--- src/rtl/timer_alarm_if.sv ---
// -----------------------------------------------------------------------------
// timer_alarm_if
//
// This interface carries the CPU-side I/O bus of timer_alarm.
//
// Signals:
//   cs    chip select
//   rd    read strobe (one cycle, qualified by cs)
//   wr    write strobe (one cycle, qualified by cs)
//   addr  register index (0..7)
//   din   write data
//   dout  registered read data (driven by the slave)
//   irq   level interrupt request (driven by the slave)
//
// Modports:
//   master  the CPU / address decode side
//   slave   the timer_alarm side
// -----------------------------------------------------------------------------
interface timer_alarm_if;
    logic       cs;
    logic       rd;
    logic       wr;
    logic [2:0] addr;
    logic [7:0] din;
    logic [7:0] dout;
    logic       irq;

    modport master (
        output cs, rd, wr, addr, din,
        input  dout, irq
    );

    modport slave (
        input  cs, rd, wr, addr, din,
        output dout, irq
    );
endinterface : timer_alarm_if

--- src/rtl/timer_alarm.sv ---
// -----------------------------------------------------------------------------
// timer_alarm
//
// This block connects the free-running system tick counter to an 8-bit CPU
// bus. It provides the following:
//   - tear-free 16-bit counter reads: reading CNT_LO also snapshots the high
//     byte into a shadow register, which CNT_HI later returns;
//   - a programmable alarm compare with an atomic two-byte commit;
//   - a sticky FIRED flag and an OVERRUN flag, both write-1-to-clear;
//   - a registered level interrupt (irq = FIRED & IRQ_EN, one cycle late).
//
// Optional feature (macro TIMER_ALARM_RELOAD_EN): a period register
// (addresses 6/7) and CTRL.RELOAD. On each match with RELOAD set, the alarm
// advances by the period. Without the macro, addresses 6/7 and CTRL bit3
// read 0 and ignore writes.
//
// Parameters:
//   COUNTER_WIDTH  width of the counter input, 9..16. Bits above it read 0.
//
// Ports:
//   clk      system clock
//   reset    synchronous active-high reset
//   counter  tick count. It advances by +1 (with wrap) at most once per cycle.
//   bus      CPU I/O bus (timer_alarm_if.slave): cs/rd/wr/addr/din in,
//            dout/irq out
//
// Register map:
//   0 CNT_LO  R    counter[7:0]; snapshots counter[15:8] into the shadow
//   1 CNT_HI  R    shadow high byte
//   2 ALM_LO  R/W  write: stage; read: committed alarm[7:0]
//   3 ALM_HI  R/W  write: commit {din, stage}; read: alarm[15:8]
//   4 CTRL    R/W  bit0 EN, bit1 IRQ_EN, bit2 ONESHOT, bit3 RELOAD
//   5 STAT    R/W1C bit0 FIRED, bit1 OVERRUN
//   6 PER_LO  R/W  (reload build) write: stage; read: committed period[7:0]
//   7 PER_HI  R/W  (reload build) write: commit; read: period[15:8]
// -----------------------------------------------------------------------------
module timer_alarm #(
    parameter int COUNTER_WIDTH = 16
) (
    input  logic                     clk,
    input  logic                     reset,
    input  logic [COUNTER_WIDTH-1:0] counter,
    timer_alarm_if.slave             bus
);

    localparam int CW = COUNTER_WIDTH;

    typedef enum logic [2:0] {
        A_CNT_LO = 3'd0,
        A_CNT_HI = 3'd1,
        A_ALM_LO = 3'd2,
        A_ALM_HI = 3'd3,
        A_CTRL   = 3'd4,
        A_STAT   = 3'd5,
        A_PER_LO = 3'd6,
        A_PER_HI = 3'd7
    } reg_addr_e;

    typedef struct packed {
        logic reload;
        logic oneshot;
        logic irq_en;
        logic en;
    } ctrl_t;

    // State
    logic [CW-1:0] counter_prev_q;
    logic [CW-1:0] alarm_q,          alarm_d;
    logic [7:0]    alarm_stage_lo_q, alarm_stage_lo_d;
    logic [7:0]    shadow_hi_q,      shadow_hi_d;
    ctrl_t         ctrl_q,           ctrl_d;
    logic          fired_q,          fired_d;
    logic          overrun_q,        overrun_d;
    logic [7:0]    dout_q,           dout_d;
    logic          irq_q,            irq_d;
`ifdef TIMER_ALARM_RELOAD_EN
    logic [CW-1:0] period_q,         period_d;
    logic [7:0]    period_stage_lo_q, period_stage_lo_d;
    logic [15:0]   period_ext;
`endif

    // Decoded access. If rd and wr are both asserted, the write wins and the
    // read is dropped.
    logic      acc_wr;
    logic      acc_rd;
    reg_addr_e acc_addr;

    logic [15:0] counter_ext;
    logic [15:0] alarm_ext;
    logic        tick;
    logic        match;
    logic        alarm_commit;
    logic        clr_fired;

    assign acc_wr   = bus.cs & bus.wr;
    assign acc_rd   = bus.cs & bus.rd & ~bus.wr;
    assign acc_addr = reg_addr_e'(bus.addr);

    // Zero-extend to the 16-bit register view so that unused high bits read 0.
    assign counter_ext = 16'(counter);
    assign alarm_ext   = 16'(alarm_q);
`ifdef TIMER_ALARM_RELOAD_EN
    assign period_ext  = 16'(period_q);
`endif

    // A fire needs a real counter movement. A stalled counter that equals
    // the alarm, or an alarm just committed equal to the current count,
    // stays quiet until the counter comes round again.
    assign tick  = (counter != counter_prev_q);
    assign match = tick & ctrl_q.en & (counter == alarm_q);

    assign alarm_commit = acc_wr & (acc_addr == A_ALM_HI);
    assign clr_fired    = acc_wr & (acc_addr == A_STAT) & bus.din[0];

    // NOTE: every signal assigned in this block gets a default first.
    // Otherwise a path that misses an assignment infers a latch.
    always_comb begin
        alarm_d          = alarm_q;
        alarm_stage_lo_d = alarm_stage_lo_q;
        shadow_hi_d      = shadow_hi_q;
        ctrl_d           = ctrl_q;
        fired_d          = fired_q;
        overrun_d        = overrun_q;
        dout_d           = dout_q;
`ifdef TIMER_ALARM_RELOAD_EN
        period_d          = period_q;
        period_stage_lo_d = period_stage_lo_q;
`endif

        // CPU writes
        if (acc_wr) begin
            unique case (acc_addr)
                A_ALM_LO: alarm_stage_lo_d = bus.din;
                A_ALM_HI: alarm_d          = CW'({bus.din, alarm_stage_lo_q});
                A_CTRL: begin
                    ctrl_d = ctrl_t'(bus.din[3:0]);
`ifndef TIMER_ALARM_RELOAD_EN
                    ctrl_d.reload = 1'b0;
`endif
                end
                A_STAT: begin
                    if (bus.din[0]) fired_d   = 1'b0;
                    if (bus.din[1]) overrun_d = 1'b0;
                end
`ifdef TIMER_ALARM_RELOAD_EN
                A_PER_LO: period_stage_lo_d = bus.din;
                A_PER_HI: period_d          = CW'({bus.din, period_stage_lo_q});
`endif
                default: ;
            endcase
        end

        // CPU reads. The data appears on dout one cycle later and holds.
        if (acc_rd) begin
            unique case (acc_addr)
                A_CNT_LO: begin
                    dout_d      = counter_ext[7:0];
                    shadow_hi_d = counter_ext[15:8];
                end
                A_CNT_HI: dout_d = shadow_hi_q;
                A_ALM_LO: dout_d = alarm_ext[7:0];
                A_ALM_HI: dout_d = alarm_ext[15:8];
                A_CTRL:   dout_d = {4'b0000, ctrl_q};
                A_STAT:   dout_d = {6'b000000, overrun_q, fired_q};
`ifdef TIMER_ALARM_RELOAD_EN
                A_PER_LO: dout_d = period_ext[7:0];
                A_PER_HI: dout_d = period_ext[15:8];
`endif
                default:  dout_d = 8'h00;
            endcase
        end

        // A match comes after the CPU write, so it overrides a same-cycle
        // STAT clear and a same-cycle CTRL.EN write. OVERRUN means "fired
        // while unacknowledged". If the CPU clears FIRED in this same cycle,
        // the old FIRED does not count.
        if (match) begin
            fired_d = 1'b1;
            if (fired_q && !clr_fired) overrun_d = 1'b1;
            if (ctrl_q.oneshot)        ctrl_d.en = 1'b0;
`ifdef TIMER_ALARM_RELOAD_EN
            // An explicit CPU commit in the same cycle takes priority over
            // the automatic advance.
            if (ctrl_q.reload && !alarm_commit) alarm_d = alarm_q + period_q;
`endif
        end

        // Built from registered state, so irq follows FIRED/IRQ_EN by a cycle.
        irq_d = fired_q & ctrl_q.irq_en;
    end

    // NOTE: sequential state uses non-blocking assignments only. This lets
    // every flop sample the pre-edge values, whatever order the statements
    // are in.
    always_ff @(posedge clk) begin
        if (reset) begin
            // Load the current count so that no tick shows up on the first
            // cycle after reset.
            counter_prev_q   <= counter;
            alarm_q          <= '0;
            alarm_stage_lo_q <= '0;
            shadow_hi_q      <= '0;
            ctrl_q           <= '0;
            fired_q          <= 1'b0;
            overrun_q        <= 1'b0;
            dout_q           <= '0;
            irq_q            <= 1'b0;
`ifdef TIMER_ALARM_RELOAD_EN
            period_q          <= '0;
            period_stage_lo_q <= '0;
`endif
        end else begin
            counter_prev_q   <= counter;
            alarm_q          <= alarm_d;
            alarm_stage_lo_q <= alarm_stage_lo_d;
            shadow_hi_q      <= shadow_hi_d;
            ctrl_q           <= ctrl_d;
            fired_q          <= fired_d;
            overrun_q        <= overrun_d;
            dout_q           <= dout_d;
            irq_q            <= irq_d;
`ifdef TIMER_ALARM_RELOAD_EN
            period_q          <= period_d;
            period_stage_lo_q <= period_stage_lo_d;
`endif
        end
    end

    assign bus.dout = dout_q;
    assign bus.irq  = irq_q;

endmodule : timer_alarm

--- src/flat_wrapper.sv ---
// flat-port wrapper written by rule: the top's interface ports become plain ports
module timer_alarm_flat 
#(
    parameter int COUNTER_WIDTH = 16
)
  (clk, reset, counter, bus_cs, bus_rd, bus_wr, bus_addr, bus_din, bus_dout, bus_irq);
  timer_alarm_if bus_i ();
  input  logic clk;
  input  logic reset;
  input  logic [COUNTER_WIDTH-1:0] counter;
  input wire logic [$bits(bus_i.cs)-1:0] bus_cs;
  input wire logic [$bits(bus_i.rd)-1:0] bus_rd;
  input wire logic [$bits(bus_i.wr)-1:0] bus_wr;
  input wire logic [$bits(bus_i.addr)-1:0] bus_addr;
  input wire logic [$bits(bus_i.din)-1:0] bus_din;
  output wire logic [$bits(bus_i.dout)-1:0] bus_dout;
  output wire logic [$bits(bus_i.irq)-1:0] bus_irq;
  assign bus_i.cs = bus_cs;
  assign bus_i.rd = bus_rd;
  assign bus_i.wr = bus_wr;
  assign bus_i.addr = bus_addr;
  assign bus_i.din = bus_din;
  assign bus_dout = bus_i.dout;
  assign bus_irq = bus_i.irq;
  timer_alarm #(.COUNTER_WIDTH(COUNTER_WIDTH)) u_core (.clk(clk), .reset(reset), .counter(counter), .bus(bus_i));
endmodule
--- config.mk ---
export PLATFORM = sky130hd
export DESIGN_NAME = timer_alarm_flat
export DESIGN_NICKNAME = d
export VERILOG_FILES = /design/src/rtl/timer_alarm_if.sv /design/src/rtl/timer_alarm.sv /design/src/flat_wrapper.sv
export SDC_FILE = /design/constraint.sdc
export NUM_CORES = 1
export LEC_CHECK = 0
export ABC_AREA = 1
export BUFFER_PORTS_ARGS = -buffer_cell sky130_fd_sc_hd__buf_2
export CAP_MARGIN = 40
export CORE_MARGIN = 2
export CORE_UTILIZATION = 40
export CTS_CLUSTER_SIZE = 10
export DETAILED_ROUTE_END_ITERATION = 10
export SLEW_MARGIN = 25
export SYNTH_ARGS = -nofsm -noshare
export SYNTH_HDL_FRONTEND = slang
export SYNTH_SLANG_ARGS = --single-unit
--- constraint.sdc ---
create_clock -name clk -period 2.9 [get_ports clk]
set_input_delay 0.29 -clock clk [delete_from_list [all_inputs] [get_ports clk]]
set_output_delay 0.29 -clock clk [all_outputs]
set_load 0.02 [all_outputs]
== Word level (Yosys, flattened, before mapping) ==
Index checks and enable logic that the tools add are counted.
W data, S select, Z words.

* Bits in registers: 62
* Word-level logic and storage cells: 52
* Output and inout bits: 9

* Multiplexer cells: 14
* Reduce and logical (&&, ||, !) cells: 11
* Eq/ne operators: 7
* Bitwise logic cells: 9

{| class="wikitable"
|+ Operator list
! operator !! number
|-
| $pmux W8 S6 || 1
|-
| $eq A16 B16 Y1 || 1
|-
| $ne A16 B16 Y1 || 1
|-
| $mux W1 || 13
|-
| $and A1 B1 Y1 || 8
|-
| $reduce_and A2 Y1 || 4
|-
| $eq A3 B2 Y1 const B || 2
|-
| $eq A3 B3 Y1 const B || 2
|-
| $reduce_bool A2 Y1 || 3
|-
| $eq A3 B1 Y1 const B || 1
|-
| $logic_not A3 Y1 || 1
|-
| $reduce_and A3 Y1 || 1
|-
| $logic_and A1 B1 Y1 || 1
|-
| $logic_not A1 Y1 || 1
|-
| $not A1 Y1 || 1
|}

== Longest topological paths before layout ==
* Depth in word-level cells: 7
* Mapped depth: 10
* Depth with buffers taken out: 10

== Worst setup path after synthesis ==
Ideal clock, no wire load.

* Kind: input to register
* From: input port bus_rd
* To: register u_core.shadow_hi_q[0]
* Data required time: 2.781 ns
* Setup time: 0.119 ns
* Stages on the path: 7
* Arrival: 1.073 ns
* Setup slack: 1.708 ns
* Buffers on the path: 0
* Path through: nand2_1 -> nor2_2 -> inv_1 -> nor2_4 -> inv_1 -> o21ai_0 -> a21oi_1

* Longest elaborated chain between the ends: 3

{| class="wikitable"
|+ RTL lines
! element !! line !! text
|-
| start: declaration || flat_wrapper.sv:12 || <nowiki>input wire logic [$bits(bus_i.rd)-1:0] bus_rd;</nowiki>
|-
| $and A1 B1 Y1 (2 in a row) || timer_alarm.sv:96 || <nowiki>assign acc_rd = bus.cs & bus.rd & ~bus.wr;</nowiki>
|-
| $reduce_and A2 Y1 (no source line) || -- ||
|-
| end signal: assignment || timer_alarm.sv:216 || <nowiki>shadow_hi_q <= shadow_hi_d;</nowiki>
|-
| end: declaration || timer_alarm.sv:70 || <nowiki>logic [7:0] shadow_hi_q, shadow_hi_d;</nowiki>
|}

Every way passes these cells.
A chain may end at the register's enable or synchronous reset.

== Worst setup path in the final report ==
* From: register u_core.alarm_q[3], in the netlist u_core.alarm_ext[3]
* To: register u_core.overrun_q

* Longest elaborated chain between the ends: 3

{| class="wikitable"
|+ RTL lines
! element !! line !! text
|-
| start: declaration || timer_alarm.sv:68 || <nowiki>logic [CW-1:0] alarm_q, alarm_d;</nowiki>
|-
| start signal: assignment || timer_alarm.sv:214 || <nowiki>alarm_q <= alarm_d;</nowiki>
|-
| $eq A16 B16 Y1 || timer_alarm.sv:110 || <nowiki>assign match = tick & ctrl_q.en & (counter == alarm_q);</nowiki>
|-
| $and A1 B1 Y1 || timer_alarm.sv:110 ||
|-
| $mux W1 || timer_alarm.sv:177 || <nowiki>if (match) begin</nowiki>
|-
| end signal: assignment || timer_alarm.sv:219 || <nowiki>overrun_q <= overrun_d;</nowiki>
|-
| end: declaration || timer_alarm.sv:73 || <nowiki>logic overrun_q, overrun_d;</nowiki>
|}

Every way passes these cells.

==> metrics.yaml <==
status: "complete, but fails checks"
violations: "DRC"
crit_path_end_kind: "flip-flop"
power.static_leakage_nw: 1.36
worstMarginPinSlew_ns: 0.352
yosys.area.top_type_share: 0.463
swShare: 0.248
clock_power_share: 0.377
overflow: 0
drt-total-wl_um: 6690
syn_area_mm2: 0.00268
initial_core_util: 0.418
ys_types: 29
pre_cts_ws_ns: 1.26
synthArstFlopShare: 0
globalplace.congestion: 0.908
ioPinCount: 41
synthTopCellsByCount: "dfxtp_1, nand2_1, inv_1"
drtPass1Iterations: 9
r2r_slack_ns: 1.47
hp-class: "input port to flip-flop"
htreeDepth: 3
ir_drop_uv: 278
clkLatencyLatePin_ns: 0.33
synth_most_common_cell: "dfxtp_1"
finalHoldViolations: 0
numClockSinks: 62
hold_path_depth: 1
clock_skew_ns: 0.00844
num_antenna_cells: 0
grt_start_max_net_pins: 38
setup_tns_ns: 0
layout_setup_ws_ns: 1.47
synth_ff_type: "dfxtp_1"
dieArea_mm2: 0.00738
synth_area_leaders: "dfxtp_1, o21ai_0, nand2_1, inv_1, a21oi_1"
synth_area_leader_cell: "dfxtp_1"
avgSynthCellArea_um2: 7.54
combPwrFrac: 0.090
pwr-share-seq: 0.533
crit_path_max_fanout: 3
die_w_um: 85.9
final-setup-viol-count: 0
worst_hold_slack_ns: 0.0949
cp-start-kind: "flip-flop"
drv_slew: 0
final_util: 0.482
stdcell_area_mm2: 0.00310
ant_nets: 0
synth_seq_cells: 62
cts_buffer_depth: 2
slew_headroom: 0.764
post_cts_buffers: 0
hold_buffers: 0
drt_iter0_markers: 168
dieHeight_um: 85.9
cts_inserted_buffers: 9
first_global_vias: 2218
rsz0062_at_grt: "false"
power_density_mw_per_mm2: 538
grt.total_usage: 0.196
antenna_found_initial: 0
p_sw_w: 0.000413
areaGrowthSynthToFinish_pct: 15.4
finalCriticalPeriod_ns: 1.43
tritoncts: "yes"
cts.repair.resized: 0
finalCritPeriodShare: 0.494
viasPerCell: 4.91
critPathRequiredTime_ns: 3.17
p_int_w: 0.00125
remaining_drc_errors: 4
placed_area_mm2: 0.00293
seq_area_frac_synth: 0.463
synth_edf_count: 0
num_vias: 2364
clkTransAtPathRegs_ns: 0.07
design.core.area_mm2: 0.00642
max_freq_mhz: 698
cts-root-buf: "clkbuf_8"
port-buffer-count: 40
cap_violations: 0
num-nets-final: 433
path_class: "flip-flop to flip-flop"
drive_above_1_share: 0.161
placementRows: 29
ys_warn_count: 0
wire_per_inst_um: 13.9
reg2reg_depth: 10
synthesis.nets: 388
fillers: 677
grt_pass1_wl_um: 10900
cp_data_arrival_time_ns: 1.70
hpwl_um: 5050
syn_inst: 356
==> layer usage <==
metal | routed length (um) | vias up | global-route usage
li1 | - | 1242 | -
met1 | 3210 | 1045 | 0.283
met2 | 2900 | 66 | 0.284
met3 | 455 | 11 | 0.0433
met4 | 119 | 0 | 0.0765
met5 | 0 | - | 0
==> per-stage QoR <==
stage	std cells	total power, W
5_1_grt	481	0.00175
2_1_floorplan	356	0.000993
4_1_cts	480	0.00169
3_3_place_gp	466	0.00105
6_report	481	0.00167
3_5_place_dp	466	0.00105
==> power groups by stage <==
stage | clock network, W | logic (W) | registers [W]
floorplan | 0 | 0.0000871 | 0.000906
global placement | 0 | 0.000146 | 0.000906
detailed placement | 0 | 0.000148 | 0.000906
CTS | 0.000650 | 0.000148 | 0.000887
global route | 0.000687 | 0.000171 | 0.000889
finish | 0.000629 | 0.000150 | 0.000887
==> cell type report <==
cell class                 count  area [um2]  area share
inverter                      54         205      0.0663
multi-input combinational    233        1180       0.382
timing repair buffer          41         215      0.0695
clock buffer                  12         145      0.0469
sequential                    62        1240       0.401
tap                           77        96.3      0.0311
clock inverter                 2        10.0     0.00323
==> critical path, cell delays in order, from the launching register on <==
cell	delay, ns
dfxtp_1	0.37
inv_1	0.11
nand2_1	0.07
nand2_1	0.04
inv_1	0.04
nand2_1	0.04
nor2_1	0.13
nand3_1	0.09
nor2_1	0.22
nand3_1	0.10
a21oi_1	0.14
==> sequential cells by signal (all words and copies together) (netlist names) <==
signal	flops
u_core.overrun_q	1
u_core.fired_q	1
u_core.bus.irq	1
u_core.bus.dout	8
u_core.ctrl_q	3
u_core.alarm_stage_lo_q	8
u_core.shadow_hi_q	8
u_core.counter_prev_q	16
u_core.alarm_ext	16
==> kinds of logic after synthesis <==
group / count (synthesis) / share of synthesized area
AND/OR/NAND/NOR: 113 / 0.181
flip-flops: 62 / 0.463
buffers and inverters: 61 / 0.0961
XOR/XNOR: 18 / 0.0588
AO/OA/AOI/OAI: 102 / 0.202
==> cells in the final DEF (no fill, tap or decap) <==
cell type / count
a211oi_1: 1
a21oi_1: 37
a221oi_1: 2
a22oi_1: 1
a31oi_1: 1
buf_2: 40
buf_8: 1
clkbuf_1: 2
clkbuf_8: 10
clkinv_2: 2
dfxtp_1: 62
inv_1: 50
inv_2: 3
inv_4: 1
nand2_1: 55
nand2_2: 1
nand3_1: 6
nand3_2: 1
nand4_1: 2
nor2_1: 42
nor2_2: 1
nor2_4: 3
nor3_4: 1
o211ai_1: 1
o21ai_0: 46
o21ai_1: 2
o22ai_1: 11
or2_2: 1
xnor2_1: 5
xor2_1: 13
==> worst paths after layout <==
| kind | endpoint | from |
|---|---|---|
| min reg2reg | u_core.bus.irq | u_core.ctrl_q[1] |
| max reg2reg | u_core.overrun_q | u_core.alarm_ext[3] |
| min | u_core.counter_prev_q[13] | counter[13] |
| max | u_core.overrun_q | u_core.alarm_ext[3] |
No activity file was read; power rests on OpenSTA's default activity.
